[src/rtl/fifo_wr_arbiter.sv]
// Round-robin arbiter funnelling NUM_REQ burst writers into one FIFO write port.
// A grant lasts until req_last or MAX_BURST words, then one IDLE cycle re-arbitrates.
module fifo_wr_arbiter #(
  parameter int NUM_REQ   = 4,
  parameter int DATA_SIZE = 8,
  parameter int MAX_BURST = 4
) (
  input  logic                         wclk,
  input  logic                         wrst_n,
  input  logic [NUM_REQ-1:0]           req_valid,
  input  logic [NUM_REQ*DATA_SIZE-1:0] req_data,
  input  logic [NUM_REQ-1:0]           req_last,
  output logic [NUM_REQ-1:0]           req_ready,
  input  logic                         wfull,
  output logic                         winc,
  output logic [DATA_SIZE-1:0]         wdata,
  output logic [$clog2(NUM_REQ)-1:0]   grant_id,
  output logic                         busy
);

  localparam int GW = $clog2(NUM_REQ);
  localparam int CW = $clog2(MAX_BURST + 1);

  typedef enum logic {
    IDLE  = 1'b0,
    GRANT = 1'b1
  } state_t;

  state_t        state, state_d;
  logic [GW-1:0] last_grant, last_grant_d;
  logic [GW-1:0] grant_d;
  logic [CW-1:0] beat_cnt, beat_d;
  logic [CW:0]   beat_inc;

  logic [GW-1:0] pick;
  logic [GW-1:0] cand;
  logic          found;

  // Scan upward from the requester after the last one served, wrapping.
  always_comb begin
    pick  = '0;
    cand  = '0;
    found = 1'b0;
    for (int k = 1; k <= NUM_REQ; k++) begin
      cand = GW'((int'(last_grant) + k) % NUM_REQ);
      if (!found && req_valid[cand]) begin
        found = 1'b1;
        pick  = cand;
      end
    end
  end

  assign beat_inc = {1'b0, beat_cnt} + 1'b1;
  assign wdata    = req_data[grant_id*DATA_SIZE +: DATA_SIZE];

  always_comb begin
    state_d      = state;
    grant_d      = grant_id;
    beat_d       = beat_cnt;
    last_grant_d = last_grant;
    winc         = 1'b0;
    busy         = 1'b0;
    case (state)
      IDLE: begin
        if (found) begin
          grant_d = pick;
          beat_d  = '0;
          state_d = GRANT;
        end
      end
      GRANT: begin
        busy = 1'b1;
        winc = req_valid[grant_id] & ~wfull;
        if (winc) begin
          beat_d = beat_inc[CW-1:0];
          // Burst end and burst limit share one release path.
          if (req_last[grant_id] || (beat_inc == (CW+1)'(MAX_BURST))) begin
            last_grant_d = grant_id;
            state_d      = IDLE;
          end
        end
      end
      default: state_d = IDLE;
    endcase
  end

  always_comb begin
    req_ready           = '0;
    req_ready[grant_id] = winc;
  end

  always_ff @(posedge wclk or negedge wrst_n) begin
    if (!wrst_n) begin
      state      <= IDLE;
      beat_cnt   <= '0;
      grant_id   <= '0;
      last_grant <= GW'(NUM_REQ - 1);
    end else begin
      state      <= state_d;
      beat_cnt   <= beat_d;
      grant_id   <= grant_d;
      last_grant <= last_grant_d;
    end
  end

endmodule
[config.mk]
export PLATFORM = sky130hd
export DESIGN_NAME = fifo_wr_arbiter
export DESIGN_NICKNAME = d
export VERILOG_FILES = /design/src/rtl/fifo_wr_arbiter.sv
export SDC_FILE = /design/constraint.sdc
export NUM_CORES = 1
export LEC_CHECK = 0
export ABC_AREA = 1
export CORE_MARGIN = 1
export CORE_UTILIZATION = 37
export CTS_CLUSTER_DIAMETER = 40
export DETAILED_ROUTE_END_ITERATION = 8
export PLACE_DENSITY = 0.8
export RECOVER_POWER = 25
export SYNTH_ARGS = -nofsm -noshare
export SYNTH_HDL_FRONTEND = slang
export SYNTH_SLANG_ARGS = --single-unit
export TNS_END_PERCENT = 1
[constraint.sdc]
create_clock -name wclk -period 1.7 [get_ports wclk]
set_input_delay 0.34 -clock wclk [delete_from_list [all_inputs] [get_ports wclk]]
set_output_delay 0.34 -clock wclk [all_outputs]
set_load 0.005 [all_outputs]
==> impl_results.rst <==
.. list-table::
   :header-rows: 1

   * - Metric
     - Value
   * - Result of the run
     - complete, but fails checks
   * - Failing checks
     - setup timing
   * - Post-DR wirelength/cell
     - 13.73 um
   * - Number of register bits inferred by synthesis
     - 8
   * - Largest net degree at the start of global routing
     - 10
   * - Final Slew Violations
     - 0
   * - Number of maximum-capacitance violations
     - 0
   * - Vertical die dimension
     - 53.20 um
   * - Hold_buf cts
     - 0
   * - Post-route minimum period
     - 1.848 ns
   * - CTS clock-pin slew for the worst setup and hold paths
     - 0.06 ns
   * - First-pass GRT wire length
     - 5595 um
   * - Number of clock buffers inserted by TritonCTS
     - 3
   * - Slew at the pin closest to its max-slew limit
     - 0.3706 ns
   * - # DRC
     - 0
   * - Reg2Reg Setup Slack
     - 0.07 ns
   * - Crit-path max cell delay
     - 0.44 ns
   * - Total inserted antenna cells
     - 0
   * - CTS max path bufs
     - 2
   * - Number of global-route vias before repair
     - 1,361
   * - Post-detailed-route via-to-cell ratio
     - 5.059
   * - First DRT Iteration DRCs
     - 22
   * - Total power consumption of the routed design
     - 3.270 mW
   * - Antenna-violating nets left
     - 0
   * - Boundary pin count
     - 59
   * - Finished layout cell area
     - 1992 sq um
   * - Worst R2R Start
     - grant_id[0]
   * - Post-detailed-placement cell area
     - 1738 sq um
   * - Initial core utilization
     - 39.14%
   * - Core footprint
     - 2477 sq um
   * - Most repeated library cell on the critical path
     - sky130_fd_sc_hd__nand2_2
   * - Setup repair after global routing missed its margin
     - true
   * - Antenna violations before repair
     - 0
   * - Largest area contributor in the synthesized netlist
     - sky130_fd_sc_hd__nand2_1
   * - Number of buffers inserted by port buffering
     - 58
   * - Biggest area contributors in the synthesized netlist
     - sky130_fd_sc_hd__nand2_1 23%, sky130_fd_sc_hd__dfrtp_1 15%, sky130_fd_sc_hd__a22oi_1 9.3%
   * - Ratio of final minimum period to clock period
     - 108.7%
   * - Arrival time of data at the critical path endpoint
     - 1.51 ns
   * - Mean instance size in the synthesized netlist
     - 6.642 sq um
   * - Total power density per cell area
     - 1641 nW/um^2
   * - Clock insertion delay at the later pin of the skew report
     - 0.26 ns
   * - Post-Route Setup TNS
     - -1.600 ns
   * - Class of the worst hold path
     - input port to async pin
   * - Crit path cell chain
     - buf_6 > nand2_4 > clkinv_4 > nand2_2 > nand2_2 > nor2_4 > nor2_8 > inv_4 > nor2_1 > buf_2
   * - Register area share after synthesis
     - 20.90%
   * - Die area
     - 2830 sq um
   * - Number of enable flip-flop cells after synthesis
     - 0
   * - Maximum operating frequency
     - 541.0 MHz
   * - Number of synthesis warnings
     - 0
   * - R2R depth
     - 10
   * - Final cell count without fillers
     - 271
   * - Number of search-and-repair iterations in the first detailed-routing pass
     - 4
   * - Die width
     - 53.20 um
   * - Ys flop type
     - sky130_fd_sc_hd__dfrtp_1
   * - CP endpoint kind
     - primary output
   * - Type of origin of the critical path
     - register
   * - Cell total after placement
     - 254
   * - Syn Nets
     - 191
   * - Cell at the root of the clock tree
     - sky130_fd_sc_hd__clkbuf_4
   * - GRT Residual Overflow
     - 0
   * - Placer Congestion
     - 0.8866
   * - Share of post-route cells with drive strength above 1
     - 45.23%
   * - Setup slack of the critical path after layout
     - -0.1483 ns
   * - Post-DP HPWL
     - 2513 um
   * - Library cell with the highest instance count after synthesis
     - sky130_fd_sc_hd__nand2_1
   * - Final Hold Vio Count
     - 0
   * - TritonCTS clock tree
     - built
   * - Hold slack final
     - 0.4268 ns
   * - Sink Count
     - 8
   * - Setup clock skew after layout
     - 0.006196 ns
   * - Maximum vdd ir drop
     - 1.429 mV
   * - Num rows
     - 18
   * - Required time reported for the critical path endpoint
     - 1.36 ns
   * - Synth cell count leaders
     - 59 x sky130_fd_sc_hd__nand2_1, 12 x sky130_fd_sc_hd__a22oi_1, 11 x sky130_fd_sc_hd__nand2_2, 9 x sky130_fd_sc_hd__nand3_1
   * - Normalized max-slew margin
     - 75.21%
   * - Synth async-reset ratio
     - 100.0%
   * - Worst reg2reg endpoint
     - last_grant[1]
   * - Routed via count
     - 1,371
   * - Overall track demand over capacity in global routing
     - 26.89%
   * - Number of setup violations in the final report
     - 13
   * - Synth unique cells
     - 26
   * - Critical Path Fanout Max
     - 5
   * - Synthesis-to-layout area growth
     - 105.4%
   * - Number of H-tree levels
     - 1
   * - Post-synthesis instance area
     - 969.7 sq um
   * - Standard cell with the maximum stage delay on the critical path
     - sky130_fd_sc_hd__dfrtp_2
   * - Share of the synthesized area in the top cell type
     - 22.84%
   * - Fillers
     - 162
   * - Gate count after technology mapping
     - 146
   * - DRT Wirelength
     - 3720 um
   * - Leakage power
     - 1.003 nW
   * - Net count of the finished layout
     - 288
   * - Critical path class
     - register to primary output
   * - Post-placement worst setup slack
     - -0.5441 ns
   * - Fraction of the core area covered by cells at the end of the flow
     - 80.40%
-- kinds of logic (layout without fill, tap and decap cells) --
family                     count (synthesis)  after routing  share of synthesized area (%)
buffers and inverters                     15            110                          6.838
DFF                                        8              8                          20.90
xor gates and xnor gates                   1              1                         0.9034
and+or+nand+nor                          104            104                          57.16
adders and majority gates                  2              2                          2.580
AOI/OAI and AO/OA                         16             16                          11.61
-- power breakdown --
part	internal (mW)	leakage [nW]	switching, mW
clock	0.0810	0.0138	0.0674
sequential	0.299	0.0914	0.148
combinational	1.36	0.897	1.32
-- cells in the final DEF, fill, tap and decap left out, types with 2 or more instances in the layout --
cell type,Yosys,routed
sky130_fd_sc_hd__buf_2,0,9
sky130_fd_sc_hd__dfrtp_1,6,4
sky130_fd_sc_hd__inv_1,6,4
sky130_fd_sc_hd__inv_4,2,3
sky130_fd_sc_hd__nand4_1,5,5
sky130_fd_sc_hd__ha_1,2,2
sky130_fd_sc_hd__o21ai_1,3,3
sky130_fd_sc_hd__buf_4,1,26
sky130_fd_sc_hd__inv_2,5,6
sky130_fd_sc_hd__nand3_2,3,4
sky130_fd_sc_hd__clkdlybuf4s50_1,0,42
sky130_fd_sc_hd__a22oi_2,0,10
sky130_fd_sc_hd__nand2_4,4,7
sky130_fd_sc_hd__nor2_4,1,2
sky130_fd_sc_hd__dfrtp_2,0,2
sky130_fd_sc_hd__dfstp_2,2,2
sky130_fd_sc_hd__buf_6,0,9
sky130_fd_sc_hd__nand2_2,11,17
sky130_fd_sc_hd__nor2_1,5,5
sky130_fd_sc_hd__nand2_1,59,50
sky130_fd_sc_hd__nand3_1,9,8
sky130_fd_sc_hd__clkbuf_4,0,3
sky130_fd_sc_hd__a22oi_1,12,2
sky130_fd_sc_hd__nor2_8,2,2
-- how the worst max path moves through the flow --
stage	cells after the start	startpoint	endpoint
2_1_floorplan	7	grant_id[0]	req_ready[0]
3_3_place_gp	6	wfull	req_ready[0]
3_5_place_dp	6	wfull	req_ready[0]
4_1_cts	10	grant_id[0]	req_ready[2]
5_1_grt	10	grant_id[0]	req_ready[1]
6_report	10	grant_id[0]	req_ready[2]
-- final cells by class --
cell class	instances	area, sq um	area share [%]
inverter	14	65.06	3.266
clock buffer	3	22.52	1.131
sequential	8	205.2	10.30
multi-input combinational	123	805.8	40.45
timing repair buffer	93	855.8	42.96
tap	30	37.54	1.884
-- state kept, by name, summed over array words and instances (netlist names) --
register / count
beat_cnt: 3
grant_id: 2
last_grant: 2
state: 1
-- critical path, delay by kind of cell, from the launching register on --
| kind | cells | cell delay (ns) |
|---|---|---|
| buffers and inverters | 4 | 0.37 |
| AND/OR/NAND/NOR | 6 | 0.42 |
| flip-flops | 1 | 0.44 |
-- layer usage --
layer	GRT usage (%)	vias to the layer above	share of wire [%]
li1	-	678	-
met1	25.44	626	33
met2	56.96	58	55
met3	5.747	9	10
met4	5.263	0	2.2
met5	0	-	0
-- repair_timing --
action / in CTS / in global routing
setup endpoints to repair: 14 / 20
gates cloned: 1 / 0
pin swaps: 9 / 3
gates resized for setup: 87 / 7
buffers inserted: 11 / 2
No activity file was read; power rests on OpenSTA's default activity.
==> patch, RTL diff (config.mk and constraints unchanged) <==
Reset style: synchronous (`wrst_n`), changed in one clocked block.
--- a/src/rtl/fifo_wr_arbiter.sv
+++ b/src/rtl/fifo_wr_arbiter.sv
@@ -89,7 +89,7 @@
     req_ready[grant_id] = winc;
   end
 
-  always_ff @(posedge wclk or negedge wrst_n) begin
+  always_ff @(posedge wclk) begin
     if (!wrst_n) begin
       state      <= IDLE;
       beat_cnt   <= '0;
Check against the original RTL: differs if wrst_n is asserted again (counterexample within 4 cycles, from zero or initial values and one cycle with wrst_n low); with wrst_n held inactive, the same outputs for 4 cycles.
==> patch against the original RTL <==
- the flow still finishes with violations (setup timing)
- wire length rose by 7.4%
- sequential cell count stayed put
- worst setup slack improved by 0.093 ns
- hold slack improved by 0.096 ns
- area after synthesis is 4.3% lower
- synthesized cell count increased by 6.8%
- design area is 6.8% lower
Power is not compared: it rests on default switching activity, and its combinational part moved more than twofold at a synthesized area within 25%.
==> patch: results (changes against the original RTL) <==
Compound-Gate Fraction of Synth Area: 0.175 (was 0.116)
via/cell ratio: 5.27 (was 5.06)
Setup crit end: req_ready[0] (was req_ready[2])
R2R depth: 11 (was 10)
NumNets Final: 292 (was 288)
post-synth cell types: 29 (was 26)
GRT Total Usage: 0.279 (was 0.269)
sequential-to-total area share from yosys stat: 0.173 (was 0.209)
Mean Syn Cell Area: 5.95 um^2 (was 6.64 um^2)
ys flop type: dfxtp_1 (was dfrtp_1)
ys async rst share: 0 (was 1.00)
Routed WL: 4000 um (was 3720 um)
number of port buffers: 58 (unchanged)
number of global-route vias before repair: 1388 (was 1361)
Setup WS pre-CTS: -0.502 ns (was -0.544 ns)
slowest cell delay on critical path: 0.43 ns
Crit path arrival time: 1.42 ns (was 1.51 ns)
placed wire-length estimate: 2730 um (was 2510 um)
syn nets: 201 (was 191)
WHS: 0.523 ns (was 0.427 ns)
global-route wire length before repair: 5710 um (was 5600 um)
post-synthesis xor/xnor area fraction: 0.00943 (was 0.00903)
Max-Slew Margin vs Limit: 0.814 (was 0.752)
failing checks: setup timing (unchanged)
FF-to-FF setup slack: 0.13 ns (was 0.07 ns)
GRT met3 Usage: 0.0585 (was 0.0575)
wire per inst: 14.6 um (was 13.7 um)
initial drt markers: 31 (was 22)
setup TNS: -0.187 ns (was -1.60 ns)
grt met1 use: 0.268 (was 0.254)
Final GP Congestion: 0.878 (was 0.887)
CP max stage cell: dfxtp_4 (was dfrtp_2)
met2 Usage GRT: 0.556 (was 0.570)
post-CTS setup buffer count: 5 (was 11)
Post-DP Area: 1680 um^2 (was 1740 um^2)
Adder-Cell Fraction of Synth Area: 0.0270 (was 0.0258)
clk_lat worst skew: 0.26 ns (about the same)
FF-to-FF End: grant_id[1]$_SDFFE_PN0P_ (was last_grant[1]$_DFFE_PN1P_)
RR Startpoint: last_grant[0]$_SDFFE_PN1P_ (was grant_id[0]$_DFFE_PN0P_)
share of cells above drive strength 1: 0.371 (was 0.452)
Crit. Startpoint: grant_id[1]$_SDFFE_PN0P_ (was grant_id[0]$_DFFE_PN0P_)
Setup WS post-layout: -0.0556 ns (was -0.148 ns)
placed instance count: 261 (was 254)
worst min-delay path category: flop to flop (was primary input to async pin)
PostCTS Resize Cnt: 57 (was 87)
clock root cell: clkbuf_4 (unchanged)
top cells by area, synth: nand2_1 (25%), dfxtp_1 (17%), nand3_1 (9.7%) (was nand2_1 (23%), dfrtp_1 (15%), a22oi_1 (9.3%))
# setup viols final: 4 (was 13)
outcome: finished, violations left (unchanged)
Setup Skew: 0.00783 ns (was 0.00620 ns)
Synth top cells by count: nand2_1 (61), nand3_1 (18), inv_1 (13) (was nand2_1 (59), a22oi_1 (12), nand2_2 (11))
-- patch: changes by cell type after synthesis, sizes merged, moves of 2 or more --
cell | before | now
a22oi | 12 | 10
nand3 | 13 | 19
dfrtp | 6 | 0
dfxtp | 0 | 8
a21oi | 0 | 6
dfstp | 2 | 0
inv | 13 | 20
nand2 | 74 | 68
-- patch: cell type report --
type | count | area, um^2
flip-flops and latches | 8 | 168
multi-input cells | 125 | 773
fillers | 141 | 442
well taps | 28 | 35.0
repair buffers | 87 | 754
clock buffers | 3 | 22.5
repair inverters | 1 | 7.51
inverters | 21 | 95.1
-- patch: power by group --
| group | total, uW | switching [uW] | leakage, uW | internal, uW |
|---|---|---|---|---|
| Sequential | 231 | 28.1 | 0.0000668 | 203 |
| Clock | 148 | 66.6 | 0.0000138 | 80.9 |
| Combinational | 655 | 320 | 0.000847 | 335 |
-- patch: metal layers --
layer  up-vias  part of all wire
li1        695                 -
met1       650              0.35
met2        81              0.53
met3        12              0.10
met4         0             0.029
met5         -                 0
